--- src/rtl/param_window_detector_pkg.sv ---
// rtl/param_window_detector_pkg.sv - shared state encodings and default pattern for the window detector
// Contents: state_t (FILL/ARMED/HOLDOFF; encoding 2'd3 is illegal and
// recovers to FILL), DEFAULT_PATTERN (MSB = oldest bit in window).
package param_window_detector_pkg;

    typedef enum logic [1:0] {
        ST_FILL    = 2'd0,
        ST_ARMED   = 2'd1,
        ST_HOLDOFF = 2'd2
    } state_t;

    localparam logic [6:0] DEFAULT_PATTERN = 7'b1110011;

endpackage

--- src/rtl/sat_counter.sv ---
// rtl/sat_counter.sv - saturating event counter with clear
// Ports: clk, rst (sync active-high), inc (count one event), clr (restart
// from zero; an inc on the same edge is still counted), count (holds at max).
module sat_counter #(
    parameter int CNT_W = 8
) (
    input  logic             clk,
    input  logic             rst,
    input  logic             inc,
    input  logic             clr,
    output logic [CNT_W-1:0] count
);

    localparam logic [CNT_W-1:0] CNT_MAX = '1;

    always_ff @(posedge clk) begin
        if (rst) begin
            count <= '0;
        end else if (clr) begin
            count <= inc ? CNT_W'(1) : '0;
        end else if (inc && (count != CNT_MAX)) begin
            count <= count + CNT_W'(1);
        end
    end

endmodule

--- src/rtl/param_window_detector.sv ---
// rtl/param_window_detector.sv - sliding-window masked pattern detector with saturating match count
// Ports: clk, rst (sync active-high), in/in_valid (serial bit + qualifier),
// pat_load/pat_in/mask_in (load pattern and care mask, restart detection),
// overlap (1 = overlapping matches), cnt_clr (clear counter),
// dec (registered one-cycle match pulse), match_cnt (saturating count),
// armed (window holds W fresh bits).
module param_window_detector
    import param_window_detector_pkg::*;
#(
    parameter int             W       = 7,
    parameter logic [W-1:0]   PATTERN = DEFAULT_PATTERN,
    parameter int             CNT_W   = 8
) (
    input  logic             clk,
    input  logic             rst,
    input  logic             in,
    input  logic             in_valid,
    input  logic             pat_load,
    input  logic [W-1:0]     pat_in,
    input  logic [W-1:0]     mask_in,
    input  logic             overlap,
    input  logic             cnt_clr,
    output logic             dec,
    output logic [CNT_W-1:0] match_cnt,
    output logic             armed
);

    localparam int             FW        = $clog2(W + 1);
    localparam logic [FW-1:0]  FILL_FULL = FW'(W);

    logic [W-1:0]  sr;
    logic [W-1:0]  nsr;
    logic [W-1:0]  pattern;
    logic [W-1:0]  mask;
    logic [FW-1:0] fill;
    logic [FW-1:0] fill_inc;
    logic [FW-1:0] fill_next;
    state_t        state;
    state_t        state_next;
    logic          shift;
    logic          hit;

    // pat_load wins over a simultaneous valid bit, which is dropped.
    assign shift    = in_valid && !pat_load;
    assign nsr      = {sr[W-2:0], in};
    assign fill_inc = (fill == FILL_FULL) ? fill : fill + FW'(1);

    // Compare against the window as it will be after this shift; the window
    // must hold W fresh bits once the shift lands. An all-zero mask disables.
    assign hit = shift && (fill_inc == FILL_FULL) && (mask != '0) &&
                 (((nsr ^ pattern) & mask) == '0);

    always_comb begin
        state_next = state;
        fill_next  = fill;
        if (pat_load) begin
            state_next = ST_FILL;
            fill_next  = '0;
        end else begin
            case (state)
                ST_FILL, ST_HOLDOFF: begin
                    if (shift) begin
                        fill_next = fill_inc;
                        if (fill_inc == FILL_FULL) begin
                            state_next = ST_ARMED;
                        end
                    end
                end
                ST_ARMED: begin
                    if (shift) begin
                        fill_next = fill_inc;
                    end
                end
                default: begin
                    state_next = ST_FILL;
                    fill_next  = '0;
                end
            endcase
            // Non-overlapping mode: the matched bits cannot seed the next match.
            if (hit && !overlap) begin
                state_next = ST_HOLDOFF;
                fill_next  = '0;
            end
        end
    end

    always_ff @(posedge clk) begin
        if (rst) begin
            sr      <= '0;
            pattern <= PATTERN;
            mask    <= '1;
            fill    <= '0;
            state   <= ST_FILL;
            dec     <= 1'b0;
        end else begin
            dec   <= hit;
            state <= state_next;
            fill  <= fill_next;
            if (pat_load) begin
                pattern <= pat_in;
                mask    <= mask_in;
            end
            if (shift) begin
                sr <= nsr;
            end
        end
    end

    assign armed = (state == ST_ARMED);

    sat_counter #(
        .CNT_W(CNT_W)
    ) u_match_cnt (
        .clk  (clk),
        .rst  (rst),
        .inc  (hit),
        .clr  (cnt_clr),
        .count(match_cnt)
    );

endmodule

--- config.mk ---
export PLATFORM = sky130hd
export DESIGN_NAME = param_window_detector
export DESIGN_NICKNAME = d
export VERILOG_FILES = /design/src/rtl/param_window_detector_pkg.sv /design/src/rtl/sat_counter.sv /design/src/rtl/param_window_detector.sv
export SDC_FILE = /design/constraint.sdc
export NUM_CORES = 1
export LEC_CHECK = 0
export CAP_MARGIN = 10
export CORE_MARGIN = 1.5
export CORE_UTILIZATION = 40
export DETAILED_ROUTE_END_ITERATION = 10
export GPL_TIMING_DRIVEN = 0
export PLACE_DENSITY = 0.7
export SETUP_SLACK_MARGIN = 0.15
export SYNTH_ARGS = -nofsm -noshare
export SYNTH_HDL_FRONTEND = slang
export SYNTH_SLANG_ARGS = --single-unit
--- constraint.sdc ---
create_clock -name clk -period 2 [get_ports clk]
set_input_delay 0.4 -clock clk [delete_from_list [all_inputs] [get_ports clk]]
set_output_delay 0.4 -clock clk [all_outputs]
set_load 0.005 [all_outputs]
==> out/qor.yml, run 1 <==
global_route:
  grt_use_met2_pct: 30.9
  grt_overflow: 0
  grtUsageMet1_pct: 25.7
  grt_max_degree: 11
  grt_pass1_vias: 1436
  grt_use_total_pct: 19.5
  grt_pass1_wl_um: 6520
  met3_usage_pct: 4.26
  antenna_found_initial: 0
  globalRoute.busiestLayer: "met2"
sta:
  fin_setup_tns_ns: 0
  hold_violations: 0
  setup-violations-final: 0
  maxSlewViolCount: 0
  min_period_over_period_pct: 93.0
  hold-worst-slack_ns: 0.480
  worstMarginPinSlew_ns: 0.440
  period_minus_slack_ns: 1.86
  finClkSkew_ns: 0.00865
  rsz0062_at_grt: "true"
  maxSlewHeadroom_pct: 70.7
  fmax_ghz: 0.538
  fin_ws_ns: 0.141
synth:
  syn_nets: 200
  synth_ff_type: "dfxtp_1"
  syn-mean-instance-area_um2: 9.02
  synthDistinctLibCells: 39
  synth.area.top_cells: "dfxtp_1, a211o_1, nor2b_1, nand2_1, xor2_1"
  synth_top_cell_by_area: "dfxtp_1"
  synth.ff_latch_count: 34
  synthArstFlopShare_pct: 0
  synth_area_mm2: 0.00160
  synth_top_area_share_pct: 42.6
  syn_inst: 177
  yosysWarningCount: 0
  ys_seq_area_share_pct: 42.6
  synth_edf_count: 0
place:
  place_congestion: 0.829
  pre_cts_ws_ns: -0.443
  place_inst: 255
  post-dp-hpwl_um: 2440
  port_buffers: 30
  place_area_mm2: 0.00196
routing:
  drt_iter0_markers: 70
  routedWlPerCell_um: 13.6
  drc: 0
  vias: 1425
  via_per_inst: 5.36
  routed_wl_um: 3610
  drt_first_pass_iters: 4
  antenna_left: 0
clock_tree:
  cts_tree: "built"
  h-tree-depth: 2
  ctsHoldBuffers: 0
  path_clk_slew_ns: 0.07
  cts_root_buf: "clkbuf_8"
  cts_buffers: 5
  clockBufferDepth: 2
  cts.sinks: 34
  worst_skew_pair.late_latency_ns: 0.29
worst_setup_path:
  cp.arrival_ns: 2.03
  crit_path_end_kind: "flip-flop"
  path_cells: "ha_4 -> nand2b_4 -> o32ai_4 -> nand3_4 -> buf_2 -> o41ai_1"
  cp_slowest_stage_delay_ns: 0.36
  worst-path-buf-inv: 1
  required_ns: 2.17
  ff2ff_setup_slack_ns: 0.14
  reg2reg_from: "fill[0]"
  reg2reg_depth: 6
  crit_fanout: 6
  r2r-end: "u_match_cnt.count[2]"
  crit_slowest_cell: "dfxtp_4"
  cp_top_family: "compound AO/OA/AOI/OAI gates"
  start_kind: "flip-flop"
  crit_type: "reg2reg"
  path_depth: 6
flow_run:
  cap_violations: 0
hold_path:
  min_to: "sr[4]"
  worstHoldPathType: "reg2reg"
  hold_path_depth: 2
  min_from: "sr[3]"
pwr:
  p_sw_mw: 0.329
  p_leak_nw: 0.773
  p_sw_share_pct: 21.8
  p_per_area_mw_per_mm2: 686
  power.internal_mw: 1.18
  comb_power_share_pct: 10.8
  p_clk_share_pct: 41.8
  irDropWorstVdd_mv: 0.419
  pwr-share-seq_pct: 47.4
  total_power_mw: 1.51
layout:
  num-fill-cells: 379
  fin_cells: 266
  nets: 241
  finalCoreUtilization_pct: 58.8
  antenna-diode-count: 0
  final_area_mm2: 0.00220
  drive_above_1_share_pct: 17.9
  area_growth_syn_to_layout_pct: 37.9
floorplanning:
  io_pins: 31
  initial_utilization_pct: 42.6
  dieWidth_um: 66.2
  die_area_mm2: 0.00438
  die_h_um: 66.2
  num_rows: 22
  fp.coreArea_mm2: 0.00374
outcome:
  outcome: "finished clean"
[flip-flops by register name, summed over array words and instances, names as in the netlist]
signal / count
u_match_cnt.count: 8
pattern: 7
state: 2
sr: 6
fill: 3
dec: 1
mask: 7
[what timing repair did]
action,CTS,global route
cloned,1,0
setup buffers,3,0
setup endpoints to repair,25,22
pin swaps,4,2
gates resized for setup,16,12
hold endpoints to repair,0,0
[cell type report]
class	count	area (µm²)	share of cell area (%)
Multi-Input combinational cell	134	966	43.9
Sequential cell	34	686	31.1
Timing Repair Buffer	34	333	15.1
Clock buffer	6	82.6	3.75
Tap cell	48	60.1	2.73
Buffer	8	41.3	1.88
Clock inverter	1	30.0	1.36
Inverter	1	3.75	0.170
[power groups by stage]
stage / Combinational (mW) / Clock [mW] / Sequential (mW)
after global routing: 0.180 / 0.672 / 0.719
after floorplan: 0.0873 / 0 / 0.726
final: 0.163 / 0.632 / 0.716
after CTS: 0.158 / 0.644 / 0.715
after detailed placement: 0.149 / 0 / 0.731
after global placement: 0.148 / 0 / 0.730
[cell usage after synthesis, types with 2 or more instances]
cell type	instances
a22oi_1	3
ha_1	2
or2_2	2
mux2i_1	5
clkbuf_1	7
or3_1	6
o21ai_0	2
nor3_1	8
dfxtp_1	34
nor4_1	3
a21oi_1	10
xor2_1	8
nor2b_1	14
nor2_1	9
nand4_1	3
nand2_1	23
nand3_1	5
a211o_1	12
[per-layer routing]
layer  share of wire (%)  up-vias
li1                    -      719
met1                  49      667
met5                   0        -
met2                  46       32
met4                 1.9        0
met3                 3.5        7
[cell families (layout without fill, tap and decap cells)]
group | after synthesis | in the layout | synth area share, %
and+or+nand+nor | 81 | 81 | 27.0
muxes | 5 | 5 | 3.13
xor gates and xnor gates | 9 | 9 | 4.94
buffers and inverters | 9 | 50 | 2.19
AOI/OAI and AO/OA | 37 | 37 | 18.5
adders and majority gates | 2 | 2 | 1.57
DFF | 34 | 34 | 42.6
[worst register-to-register path: stages (launching register included)]
cell	delay, ns
dfxtp_4	0.36
ha_4	0.28
nand2b_4	0.06
o32ai_4	0.34
nand3_4	0.15
buf_2	0.20
o41ai_1	0.36
[placed cells by master (no fill, tap or decap), types with 4 or more instances in the layout]
cell	n
dfxtp_1	32
clkdlybuf4s50_1	28
nand2_1	23
nor2b_1	14
a211o_1	12
a21oi_1	9
nor2_1	8
xor2_1	8
nor3_1	7
clkbuf_8	6
nand3_1	5
or3_1	5
mux2i_1	5
clkbuf_1	4
[worst max path at each step]
stage / from / endpoint / slack, ns
finish: fill[0] / u_match_cnt.count[2] / 0.14
detailed placement: pat_load / pattern[6] / -0.44
floorplan: fill[0] / u_match_cnt.count[2] / 0.17
global route: fill[0] / u_match_cnt.count[1] / 0.09
CTS: fill[0] / u_match_cnt.count[1] / 0.12
global placement: pat_load / pattern[1] / -0.44
No activity file was read; power rests on OpenSTA's default activity.
==> inputs of run 2 (changes only) <==
CORE_MARGIN = 2   (was 1.5)
==> run 2 against run 1 <==
  * Critical path depth is 1 higher
  * Total power is 2.1% lower
  * Global-route usage is 1.3 points lower
  * Core utilization is 0.20 points lower
  * Fmax is 4.3% higher
  * Sequential cell count stayed put
  * Die area is 3.0% higher
  * Via count is 2.3% lower
  * Setup slack better by 0.076 ns
  * Routed wire length is 2.6% lower
  * Combinational power hardly changed
  * Critical endpoint unchanged
==> out/qor.yml, run 2 (same netlist as run 1, synthesis figures left out) <==
routing:
  vias: 1392
  drt_iter0_markers: 67
  routedWlPerCell_um: 13.1
  drc: 0
  antenna_left: 0
  routed_wl_um: 3520
  drt_first_pass_iters: 4
  via_per_inst: 5.19
floorplanning:
  die_h_um: 67.2
  num_rows: 22
  initial_utilization_pct: 42.6
  die_area_mm2: 0.00451
  fp.coreArea_mm2: 0.00374
  io_pins: 31
  dieWidth_um: 67.2
sta:
  hold_violations: 0
  maxSlewHeadroom_pct: 70.1
  min_period_over_period_pct: 89.2
  worstMarginPinSlew_ns: 0.448
  maxSlewViolCount: 0
  period_minus_slack_ns: 1.78
  fin_ws_ns: 0.217
  finClkSkew_ns: 0.00784
  fin_setup_tns_ns: 0
  hold-worst-slack_ns: 0.471
  fmax_ghz: 0.561
  rsz0062_at_grt: "true"
  setup-violations-final: 0
global_route:
  grt_use_total_pct: 18.2
  grt_overflow: 0
  antenna_found_initial: 0
  grt_max_degree: 11
  grt_pass1_wl_um: 6270
  grt_pass1_vias: 1342
worst_setup_path:
  required_ns: 2.15
  start_kind: "flip-flop"
  ff2ff_setup_slack_ns: 0.22
  cp.arrival_ns: 1.94
  crit_type: "reg2reg"
  crit_fanout: 6
  crit_path_end_kind: "flip-flop"
layout:
  largest_reg_flops: 8
  mostFrequentLayoutCell: "dfxtp_1"
  fin_cells: 268
  mostFrequentLayoutCells: "dfxtp_1, clkdlybuf4s50_1, nand2_1"
  antenna-diode-count: 0
  top_regs: "u_match_cnt.count: 8 flops, mask: 7 flops, pattern: 7 flops"
  regMostFlops: "u_match_cnt.count"
  area_growth_syn_to_layout_pct: 37.5
  finalCoreUtilization_pct: 58.6
  num-fill-cells: 362
  drive_above_1_share_pct: 16.4
  final_area_mm2: 0.00219
  nets: 242
clock_tree:
  ctsHoldBuffers: 0
  cts_tree: "built"
  cts_root_buf: "clkbuf_8"
  clockBufferDepth: 2
  worst_skew_pair.late_latency_ns: 0.28
  h-tree-depth: 2
  cts_buffers: 5
  path_clk_slew_ns: 0.07
  cts.sinks: 34
place:
  place_congestion: 0.868
  place_area_mm2: 0.00196
  pre_cts_ws_ns: -0.475
  place_inst: 255
  post-dp-hpwl_um: 2510
  port_buffers: 30
flow_run:
  cap_violations: 0
outcome:
  outcome: "finished clean"
pwr:
  total_power_mw: 1.48
  irDropWorstVdd_mv: 0.483
  p_per_area_mw_per_mm2: 674
  p_leak_nw: 0.772
hold_path:
  worstHoldPathType: "reg2reg"
-- run 2: repair_timing --
action / in CTS / in global routing
setup buffers: 4 / 0
hold endpoints to repair: 0 / 0
gates cloned: 1 / 0
endpoints found under the setup margin: 25 / 11
resized for setup: 14 / 9
pin swaps: 3 / 2
-- run 2: worst max-delay path, cell delays in order, from the launching register on --
cell      delay [ns]
dfxtp_2         0.34
ha_4            0.18
xnor2_4         0.13
o32ai_4         0.34
nand3_4         0.15
buf_6           0.18
o311ai_2        0.24
o41ai_1         0.11
-- run 2: area by class of cell --
type	count	area [µm²]	share of cell area (%)
multi-input cells	134	957	43.6
flip-flops and latches	34	686	31.2
repair buffers	35	340	15.5
clock buffers	7	76.3	3.48
well taps	48	60.1	2.74
plain buffers	8	41.3	1.88
clock inverters	1	30.0	1.37
inverters	1	3.75	0.171
-- run 2: report_power, final --
group / internal (mW) / switching, mW
clock network: 0.373 / 0.230
registers: 0.699 / 0.0175
logic: 0.0835 / 0.0763
total: 1.16 / 0.323
-- run 2: path summary, 6_finish.rpt --
check | start | to | cells past startpoint
setup / recovery | fill[0] | u_match_cnt.count[2] | 7
setup reg to reg | fill[0] | u_match_cnt.count[2] | 7
hold reg to reg | sr[5] | sr[5] | 2
hold / removal | sr[5] | sr[5] | 2
-- run 2: routing by layer --
layer / vias up / global-route usage (%) / part of all wire, %
li1: 722 / - / -
met1: 633 / 26.5 / 51
met2: 33 / 26.5 / 44
met3: 4 / 3.50 / 3.6
met4: 0 / 6.89 / 1.3
met5: - / 0 / 0
==> inputs of run 3 (changes only) <==
SETUP_SLACK_MARGIN = 0.05   (was 0.15)
==> run 3 against run 2 <==
  * Sequential share of layout area rose by 0.34 points
  * Critical path depth did not move
  * Core utilization fell by 0.84 points
  * Cell area fell by 1.4%
  * Routed wire length rose by 1.1%
==> out/qor.yml, run 3 (same netlist as run 1, synthesis figures left out) <==
sta:
  hold_violations: 0
  fmax_ghz: 0.534
  rsz0062_at_grt: "true"
  finClkSkew_ns: 0.00961
  worstMarginPinSlew_ns: 0.443
  period_minus_slack_ns: 1.87
  setup-violations-final: 0
  fin_setup_tns_ns: 0
  min_period_over_period_pct: 93.6
  maxSlewViolCount: 0
  maxSlewHeadroom_pct: 70.5
pwr:
  irDropWorstVdd_mv: 0.481
  pwr-share-seq_pct: 48.5
  p_clk_share_pct: 41.0
  p_per_area_mw_per_mm2: 684
  p_sw_mw: 0.326
  p_sw_share_pct: 22.1
  p_leak_nw: 0.768
  comb_power_share_pct: 10.5
  power.internal_mw: 1.15
  total_power_mw: 1.48
floorplanning:
  dieWidth_um: 67.2
  initial_utilization_pct: 42.6
  num_rows: 22
  die_area_mm2: 0.00451
  fp.coreArea_mm2: 0.00374
  io_pins: 31
  die_h_um: 67.2
global_route:
  grt_max_degree: 11
  grt_use_total_pct: 17.6
  grt_overflow: 0
  grt_pass1_wl_um: 6070
  grt_pass1_vias: 1313
  antenna_found_initial: 0
hold_path:
  worstHoldPathType: "reg2reg"
worst_setup_path:
  reg2reg_depth: 7
  crit_path_end_kind: "flip-flop"
  crit_type: "reg2reg"
  required_ns: 2.15
  ff2ff_setup_slack_ns: 0.13
  r2r-end: "u_match_cnt.count[2]"
  cp-startpoint: "fill[0]"
  start_kind: "flip-flop"
  worstSetupEndpoint: "u_match_cnt.count[2]"
  cp.arrival_ns: 2.03
  crit_fanout: 6
  reg2reg_from: "fill[0]"
clock_tree:
  ctsHoldBuffers: 0
  cts_tree: "built"
  cts_root_buf: "clkbuf_8"
  worst_skew_pair.late_latency_ns: 0.28
  h-tree-depth: 2
  cts.sinks: 34
  clockBufferDepth: 2
  path_clk_slew_ns: 0.07
  cts_buffers: 5
place:
  post-dp-hpwl_um: 2510
  place_congestion: 0.868
  port_buffers: 30
routing:
  drc: 0
  routed_wl_um: 3560
  drt_first_pass_iters: 4
  routedWlPerCell_um: 13.4
  vias: 1407
  via_per_inst: 5.29
  drt_iter0_markers: 63
  antenna_left: 0
layout:
  mostFrequentLayoutCells: "dfxtp_1, clkdlybuf4s50_1, nand2_1"
  largest_reg_flops: 8
  nets: 240
  regMostFlops: "u_match_cnt.count"
  antenna-diode-count: 0
  area_growth_syn_to_layout_pct: 35.5
  drive_above_1_share_pct: 12.8
  mostFrequentLayoutCell: "dfxtp_1"
  top_regs: "u_match_cnt.count: 8 flops, mask: 7 flops, pattern: 7 flops"
flow_run:
  cap_violations: 0
outcome:
  outcome: "finished clean"
## run 3: area by class of cell
cell class	count	area, µm²
Fill cell	370	1580
Timing Repair Buffer	33	345
Clock inverter	1	30.0
Tap cell	48	60.1
Buffer	8	43.8
Clock buffer	7	76.3
Multi-Input combinational cell	134	921
Inverter	1	3.75
Sequential cell	34	683
## run 3: worst max-delay path, cell delays in order (launching register included)
cell	delay (ns)
dfxtp_2	0.34
ha_2	0.32
nand2b_1	0.09
o32ai_4	0.30
nand3_4	0.17
buf_8	0.18
o311ai_2	0.24
o41ai_1	0.11
## run 3: worst min-delay path by stage
stage / endpoint / startpoint / slack [ns] / cells after the start
6_report: sr[5] / sr[5] / 0.47 / 2
3_3_place_gp: sr[5] / sr[5] / 0.46 / 2
4_1_cts: sr[5] / sr[5] / 0.47 / 2
3_5_place_dp: sr[5] / sr[5] / 0.46 / 2
5_1_grt: sr[5] / sr[5] / 0.50 / 2
2_1_floorplan: sr[5] / sr[5] / 0.45 / 2
## run 3: routing by layer
metal	up-vias	share of wire (%)	GRT usage [%]
met2	33	45	25.6
met5	-	0	0
li1	723	-	-
met4	0	1.5	6.89
met3	6	4.2	3.50
met1	645	49	25.4
## run 3: timing repair
item / in CTS / in global routing
cloned: 0 / 1
setup endpoints to repair: 21 / 20
gates resized for setup: 6 / 12
pin swaps: 1 / 3
buffers inserted: 1 / 1
## run 3: power groups by stage
stage,combinational [mW],sequential [mW],clock (mW)
2_1_floorplan,0.0873,0.726,0
3_3_place_gp,0.148,0.730,0
3_5_place_dp,0.149,0.731,0
4_1_cts,0.151,0.715,0.616
5_1_grt,0.174,0.719,0.643
6_report,0.156,0.717,0.607
## run 3: metrics by stage
step	instances	hold slack, ns	util (%)	area, µm²	worst slack, ns
2_1_floorplan	177	0.448	-	1600	0.167
3_3_place_gp	255	0.458	52.3	1960	-0.433
3_5_place_dp	255	0.462	52.3	1960	-0.475
4_1_cts	264	0.472	55.7	2080	0.0552
5_1_grt	266	0.504	57.8	2160	0.0348
6_report	266	0.468	57.8	2160	0.127
